===== config.mk =====
export PLATFORM = sky130hd
export DESIGN_NAME = ram_bus_adapter
export DESIGN_NICKNAME = d
export VERILOG_FILES = /design/src/rtl/ram_bus_adapter_pkg.sv /design/src/rtl/ram_rsp_fifo.sv /design/src/rtl/ram_rsp_fifo_chk.sv /design/src/rtl/ram_bus_adapter.sv
export SDC_FILE = /design/constraint.sdc
export NUM_CORES = 1
export LEC_CHECK = 0
export ABC_AREA = 1
export BUFFER_PORTS_ARGS = -buffer_cell sky130_fd_sc_hd__buf_4
export CAP_MARGIN = 5
export CELL_PAD_IN_SITES_DETAIL_PLACEMENT = 0
export CELL_PAD_IN_SITES_GLOBAL_PLACEMENT = 1
export CORE_ASPECT_RATIO = 1.5
export CORE_MARGIN = 4
export CORE_UTILIZATION = 34
export DETAILED_ROUTE_END_ITERATION = 10
export PLACE_DENSITY_LB_ADDON = 0.1
export RECOVER_POWER = 25
export SLEW_MARGIN = 0
export SYNTH_ARGS = -nofsm -noshare
export SYNTH_HDL_FRONTEND = slang
export SYNTH_SLANG_ARGS = --single-unit

===== constraint.sdc =====
create_clock -name clk -period 3.5 [get_ports clk]
set_clock_uncertainty 0.15 [all_clocks]
set_input_delay 0.175 -clock clk [delete_from_list [all_inputs] [get_ports clk]]
set_output_delay 0.175 -clock clk [all_outputs]
set_load 0.05 [all_outputs]

===== src/rtl/ram_bus_adapter_pkg.sv =====
// Shared definitions for the load/store bus to byte-write RAM adapter:
// access size encodings, the pipeline stage record, and the lane
// steering / load extension helpers.
package ram_bus_adapter_pkg;

    typedef enum logic [1:0] {
        SZ_BYTE = 2'b00,
        SZ_HALF = 2'b01,
        SZ_WORD = 2'b10,
        SZ_ILL  = 2'b11
    } size_e;

    // Response FIFO entry: {err, rdata}
    localparam int unsigned RSP_WIDTH = 33;

    typedef struct packed {
        logic [3:0]  we;
        logic [31:0] din;
    } lanes_t;

    // Request attributes carried to the cycle where RAM read data arrives
    typedef struct packed {
        logic       valid;
        logic       write;
        logic       err;
        logic [1:0] size;
        logic       uns;
        logic [1:0] off;
    } p1_t;

    // Misaligned half/word or the reserved size encoding
    function automatic logic access_err(input logic [1:0] size, input logic [1:0] off);
        logic err;
        case (size)
            SZ_BYTE: err = 1'b0;
            SZ_HALF: err = off[0];
            SZ_WORD: err = (off != 2'b00);
            default: err = 1'b1;
        endcase
        return err;
    endfunction

    // Byte enables plus right-aligned store data replicated across all lanes
    function automatic lanes_t store_lanes(input logic [1:0]  size,
                                           input logic [1:0]  off,
                                           input logic [31:0] wdata);
        lanes_t l;
        case (size)
            SZ_BYTE: begin
                l.we  = 4'b0001 << off;
                l.din = {4{wdata[7:0]}};
            end
            SZ_HALF: begin
                l.we  = off[1] ? 4'b1100 : 4'b0011;
                l.din = {2{wdata[15:0]}};
            end
            SZ_WORD: begin
                l.we  = 4'b1111;
                l.din = wdata;
            end
            default: begin
                l.we  = 4'b0000;
                l.din = wdata;
            end
        endcase
        return l;
    endfunction

    // Select the addressed lane of a RAM word and extend it to 32 bits
    function automatic logic [31:0] load_extend(input logic [1:0]  size,
                                                input logic        uns,
                                                input logic [1:0]  off,
                                                input logic [31:0] dout);
        logic [7:0]  b;
        logic [15:0] h;
        logic [31:0] r;
        b = dout[{off, 3'b000} +: 8];
        h = dout[{off[1], 4'b0000} +: 16];
        case (size)
            SZ_BYTE: r = uns ? {24'h00_0000, b} : {{24{b[7]}}, b};
            SZ_HALF: r = uns ? {16'h0000, h} : {{16{h[15]}}, h};
            SZ_WORD: r = dout;
            default: r = 32'h0000_0000;
        endcase
        return r;
    endfunction

endpackage


===== src/rtl/ram_rsp_fifo.sv =====
// Small synchronous FIFO holding responses until the core consumes them.
module ram_rsp_fifo #(
    parameter int unsigned WIDTH = 33,
    parameter int unsigned DEPTH = 2
) (
    input  logic                       clk,
    input  logic                       rst_n,
    input  logic                       push,
    input  logic [WIDTH-1:0]           wdata,
    input  logic                       pop,
    output logic [WIDTH-1:0]           rdata,
    output logic [$clog2(DEPTH+1)-1:0] count,
    output logic                       empty
);

    localparam int unsigned PW = (DEPTH > 1) ? $clog2(DEPTH) : 1;
    localparam int unsigned CW = $clog2(DEPTH + 1);

    logic [WIDTH-1:0] mem_r [DEPTH];
    logic [PW-1:0]    wr_ptr_r;
    logic [PW-1:0]    rd_ptr_r;
    logic [CW-1:0]    count_r;
    logic             full_s;

    // Pointer advance with wrap for any depth, not only powers of two
    function automatic logic [PW-1:0] ptr_inc(input logic [PW-1:0] ptr);
        logic [PW-1:0] nxt;
        if (ptr == PW'(DEPTH - 1)) begin
            nxt = '0;
        end else begin
            nxt = ptr + PW'(1);
        end
        return nxt;
    endfunction

    assign rdata  = mem_r[rd_ptr_r];
    assign count  = count_r;
    assign empty  = (count_r == '0);
    assign full_s = (count_r == CW'(DEPTH));

    // Storage array; contents are don't-care while empty, so no reset
    always_ff @(posedge clk) begin
        if (push) begin
            mem_r[wr_ptr_r] <= wdata;
        end
    end

    // Pointers and occupancy; simultaneous push and pop keep the count
    always_ff @(posedge clk or negedge rst_n) begin
        if (!rst_n) begin
            wr_ptr_r <= '0;
            rd_ptr_r <= '0;
            count_r  <= '0;
        end else begin
            if (push) begin
                wr_ptr_r <= ptr_inc(wr_ptr_r);
            end
            if (pop) begin
                rd_ptr_r <= ptr_inc(rd_ptr_r);
            end
            case ({push, pop})
                2'b10:   count_r <= count_r + CW'(1);
                2'b01:   count_r <= count_r - CW'(1);
                default: count_r <= count_r;
            endcase
        end
    end

    ram_rsp_fifo_chk u_chk (
        .clk   (clk),
        .rst_n (rst_n),
        .push  (push),
        .pop   (pop),
        .full  (full_s),
        .empty (empty)
    );

endmodule


===== src/rtl/ram_rsp_fifo_chk.sv =====
// Protocol checks for the response FIFO.
module ram_rsp_fifo_chk (
    input logic clk,
    input logic rst_n,
    input logic push,
    input logic pop,
    input logic full,
    input logic empty
);

    // The adapter only accepts a request when a FIFO slot is reserved for it
    a_no_overflow: assert property (@(posedge clk) disable iff (!rst_n) !(push && full))
        else $error("response FIFO push while full");

    a_no_underflow: assert property (@(posedge clk) disable iff (!rst_n) !(pop && empty))
        else $error("response FIFO pop while empty");

endmodule


===== src/rtl/ram_bus_adapter.sv =====
// Bridges the core load/store bus to a single-port, read-first, byte-write
// RAM with one cycle of read latency. Every accepted request produces one
// in-order response; a FIFO slot is reserved at acceptance so RAM read data
// is never dropped under response back-pressure.
module ram_bus_adapter
    import ram_bus_adapter_pkg::*;
#(
    parameter int unsigned ADDR_WIDTH = 12,
    parameter int unsigned RSP_DEPTH  = 2
) (
    input  logic                  clk,
    input  logic                  rst_n,
    input  logic                  req_valid,
    output logic                  req_ready,
    input  logic                  req_write,
    input  logic [1:0]            req_size,
    input  logic                  req_unsigned,
    input  logic [31:0]           req_addr,
    input  logic [31:0]           req_wdata,
    output logic                  rsp_valid,
    input  logic                  rsp_ready,
    output logic [31:0]           rsp_rdata,
    output logic                  rsp_err,
    output logic [3:0]            ram_we,
    output logic [ADDR_WIDTH-1:0] ram_addr,
    output logic [31:0]           ram_din,
    input  logic [31:0]           ram_dout
);

    localparam int unsigned CW = $clog2(RSP_DEPTH + 1);
    localparam int unsigned OW = CW + 1;

    logic                 fire_s;
    logic                 err_s;
    lanes_t               lanes_s;
    p1_t                  p1_r;
    logic                 pop_s;
    logic [OW-1:0]        occ_s;
    logic                 req_ready_s;
    logic [31:0]          push_rdata_s;
    logic [RSP_WIDTH-1:0] head_s;
    logic [CW-1:0]        count_s;
    logic                 empty_s;
    logic                 unused_addr_s;

    // Byte address bits above the RAM word range are ignored
    assign unused_addr_s = ^req_addr[31:ADDR_WIDTH+2];

    assign ram_addr  = req_addr[ADDR_WIDTH+1:2];
    assign ram_din   = lanes_s.din;
    assign req_ready = req_ready_s;

    // Acceptance counts FIFO entries, the entry in flight in P1, and a same-cycle pop
    always_comb begin
        pop_s       = ~empty_s & rsp_ready;
        occ_s       = {1'b0, count_s} + OW'(p1_r.valid) - OW'(pop_s);
        req_ready_s = (occ_s < OW'(RSP_DEPTH));
        fire_s      = req_valid & req_ready_s;
        err_s       = access_err(req_size, req_addr[1:0]);
        lanes_s     = store_lanes(req_size, req_addr[1:0], req_wdata);
        if (fire_s && req_write && !err_s) begin
            ram_we = lanes_s.we;
        end else begin
            ram_we = 4'b0000;
        end
    end

    // P1 holds the accepted request while the RAM read completes; empty otherwise
    always_ff @(posedge clk or negedge rst_n) begin
        if (!rst_n) begin
            p1_r <= '0;
        end else if (fire_s) begin
            p1_r <= '{valid: 1'b1,
                      write: req_write,
                      err:   err_s,
                      size:  req_size,
                      uns:   req_unsigned,
                      off:   req_addr[1:0]};
        end else begin
            p1_r <= '0;
        end
    end

    // Format RAM data for loads; stores and errors answer with zero data
    always_comb begin
        if (p1_r.write || p1_r.err) begin
            push_rdata_s = 32'h0000_0000;
        end else begin
            push_rdata_s = load_extend(p1_r.size, p1_r.uns, p1_r.off, ram_dout);
        end
    end

    ram_rsp_fifo #(
        .WIDTH (RSP_WIDTH),
        .DEPTH (RSP_DEPTH)
    ) u_rsp_fifo (
        .clk   (clk),
        .rst_n (rst_n),
        .push  (p1_r.valid),
        .wdata ({p1_r.err, push_rdata_s}),
        .pop   (pop_s),
        .rdata (head_s),
        .count (count_s),
        .empty (empty_s)
    );

    // Response outputs present the FIFO head and read as zero when empty
    always_comb begin
        rsp_valid = ~empty_s;
        if (!empty_s) begin
            rsp_err   = head_s[32];
            rsp_rdata = head_s[31:0];
        end else begin
            rsp_err   = 1'b0;
            rsp_rdata = 32'h0000_0000;
        end
    end

endmodule


==> impl_metrics.ini <==
[synth]
synth.distinct_cells = 33
syn_inst = 540
synth_top_area_share_pct = 44.2
syn-cell-area_um2 = 4480
yosys_register_bits = 78
yosys_warnings = 0
synthTopCellsByArea = edfxtp_1 44%, nand2_1 17%, dfrtp_1 6.7%
syn-mean-instance-area_um2 = 8.30
yosys.area.top_type = edfxtp_1
synthFlopType = edfxtp_1
syn_nets = 647
seq_area_frac_synth_pct = 50.9
synthArstFlopShare_pct = 15.4
synth_edf_count = 66

[worst_hold_path]
hold_depth = 3
hold_class = input port to register

[global_route]
grt_max_degree = 35
grt_pass1_wl_um = 20300
grt_overflow = 0
antenna_found_initial = 0
grt_pass1_vias = 4139
track_usage_pct = 17.2

[worst_setup_path]
endpoint_kind = output port
cpPeakStageDelay_ns = 0.44
r2r_setup_slack_ns = 0.98
cp.arrival_ns = 2.83
worstPathRequired_ns = 3.17
crit_chain = nor2_2, nor2_1, ha_1, or2_2, fa_1, inv_1, nor2_1, nor2_1, nand4_1, nor3_1, buf_4
cp_max_fo = 5
crit_type = register to output port
critPathSlowestCell = dfrtp_1
cpMostUsedCell = nor2_1
rr_worst_depth = 8
startpoint_type = register

[final_layout]
num_antenna_cells = 0
fin_nets = 771
synthToLayoutAreaGrowth_pct = 30.4
fill_cells = 1303
layout.cells.most_common = nand2_1
drive_above_1_share_pct = 28.7
final_cell_mix = 208 x nand2_1, 139 x buf_4, 66 x edfxtp_1, 55 x inv_1, 47 x a21oi_1
stdcell_count = 828

[pwr]
intPower_w = 0.00282
power.density_nw_per_um2 = 954
switchingPower_w = 0.00276
irDropWorstVdd_mv = 0.525
clkPwrFrac_pct = 15.7
comb_power_share_pct = 56.9
power.leakage_nw = 2.68
swShare_pct = 49.5
p_seq_share_pct = 27.4

[clocking]
root_buffer = clkbuf_16
clkLatencyLatePin_ns = 0.33
cts_tree = yes
clk_pin_slew_ns = 0.07
cts-htree-levels = 3
cts_buffer_depth = 2
postCtsSetupRepairBufs = 0
numCtsBuffers = 9
numClockSinks = 78

[timing]
period_share_pct = 90.0
max_freq_mhz = 317
layout_setup_ws_ns = 0.349
rsz0062_at_grt = false
drv_slew = 69
setup_violations = 0
hold_slack_ns = 0.0507
fin_crit_ns = 3.15
hold_violations = 0
tightest_slew_ns = 1.95
max_slew_margin_pct = -29.7

[drt]
detail-route-antenna-nets = 0
vias_per_cell = 4.79
drc = 0
wirelength_um = 12600
drt-wirelength-per-cell_um = 15.2
drt_pass1_iterations = 4
drt_iter0_drc = 164
vias = 3967

[floorplan]
rows = 51
core-area_um2 = 13000
die_width_um = 102
die-area_um2 = 15100
ios = 187
initial_core_util_pct = 34.6
die_height_um = 149

[placed_design]
dp.cells = 806
place.gp.congestion = 0.744
dp_hpwl_um = 9390
io_buffer_count = 144
preCtsSetupSlack_ns = 0.652

[outcome]
violations = capacitance limit, slew limit
outcome = complete, but fails checks

[job]
maxCapViolCount = 2
-- layout make-up --
class                           count  area [um^2]  share of cell area, %
Tap cell                          159          199                   3.40
Clock buffer                        9          225                   3.85
Multi-Input combinational cell    359         1710                   29.3
Timing Repair Buffer              156         1140                   19.6
Sequential cell                    78         2280                   39.0
Clock inverter                      7         55.1                  0.942
Inverter                           60          225                   3.85
-- timing repair --
item / CTS / global route
hold endpoints to repair: 17 / 0
hold buffers: 6 / 0
gates resized for setup: 0 / 0
-- worst max-delay path: cells and delay by family (launching register included) --
| family | cells | cell delay (ns) |
|---|---|---|
| simple gates | 7 | 1.11 |
| fa+ha+maj | 2 | 0.64 |
| flops | 1 | 0.44 |
| buf+inv | 2 | 0.30 |
-- cells by family after synthesis --
kind of cell    after synthesis  share of synthesized area, %
compound gates               99                          13.3
xor+xnor                      4                         0.782
fa+ha+maj                     3                          1.00
buf+inv                     103                          11.0
flops                        78                          50.9
simple gates                253                          23.0
-- worst paths after layout --
kind / from / to
max: u_rsp_fifo.count[1] / ram_we[0]
min: req_write / p1_r[6]
max reg2reg: u_rsp_fifo.count[1] / p1_r[2]
min reg2reg: p1_r[7] / u_rsp_fifo.wr_ptr_r
max in group asynchronous: rst_n / p1_r[1]
min in group asynchronous: rst_n / u_rsp_fifo.count[1]
-- metal layers --
layer	share of wire, %	routed length, um	GRT usage, %	vias up
met2	55	6900	33.2	148
met3	7.4	931	4.50	15
met1	37	4620	17.9	1827
li1	-	-	-	1977
met5	0	0	0	-
met4	1.2	154	4.59	0
-- Yosys cell counts, types with 2 or more instances --
library cell,number
xor2_1,3
nor2_2,2
a21oi_2,20
ha_1,2
inv_2,5
buf_2,6
clkbuf_1,11
buf_4,22
o21ai_0,18
nor3_1,4
buf_1,2
dfrtp_1,12
nand3_1,7
nor2_4,3
inv_1,55
o211ai_1,8
a31oi_1,4
edfxtp_1,66
buf_6,2
nor2_1,22
a21oi_1,47
nand2_1,208
-- sequential cells by signal, summed over array words and instances, names as in the netlist --
name	cells
u_rsp_fifo.rd_ptr_r	1
u_rsp_fifo.count	2
p1_r	8
u_rsp_fifo.mem_r	66
u_rsp_fifo.wr_ptr_r	1
-- power by group through the flow --
stage | sequential [W] | combinational [W] | clock, W
5_1_grt | 0.00155 | 0.00346 | 0.000929
4_1_cts | 0.00153 | 0.00324 | 0.000898
3_3_place_gp | 0.00154 | 0.00319 | 0
6_report | 0.00153 | 0.00317 | 0.000874
2_1_floorplan | 0.00152 | 0.00236 | 0
3_5_place_dp | 0.00155 | 0.00323 | 0
-- stage by stage --
stage / instance area (um^2) / total power (W) / utilization, % / setup TNS (ns)
5_1_grt: 5850 / 0.00594 / 45.1 / 0
4_1_cts: 5890 / 0.00566 / 45.4 / 0
3_5_place_dp: 5550 / 0.00477 / 42.8 / 0
2_1_floorplan: 4480 / 0.00388 / - / -0.185
3_3_place_gp: 5550 / 0.00473 / 42.8 / 0
6_report: 5850 / 0.00558 / 45.1 / 0
(Power assumes the default switching activity.)
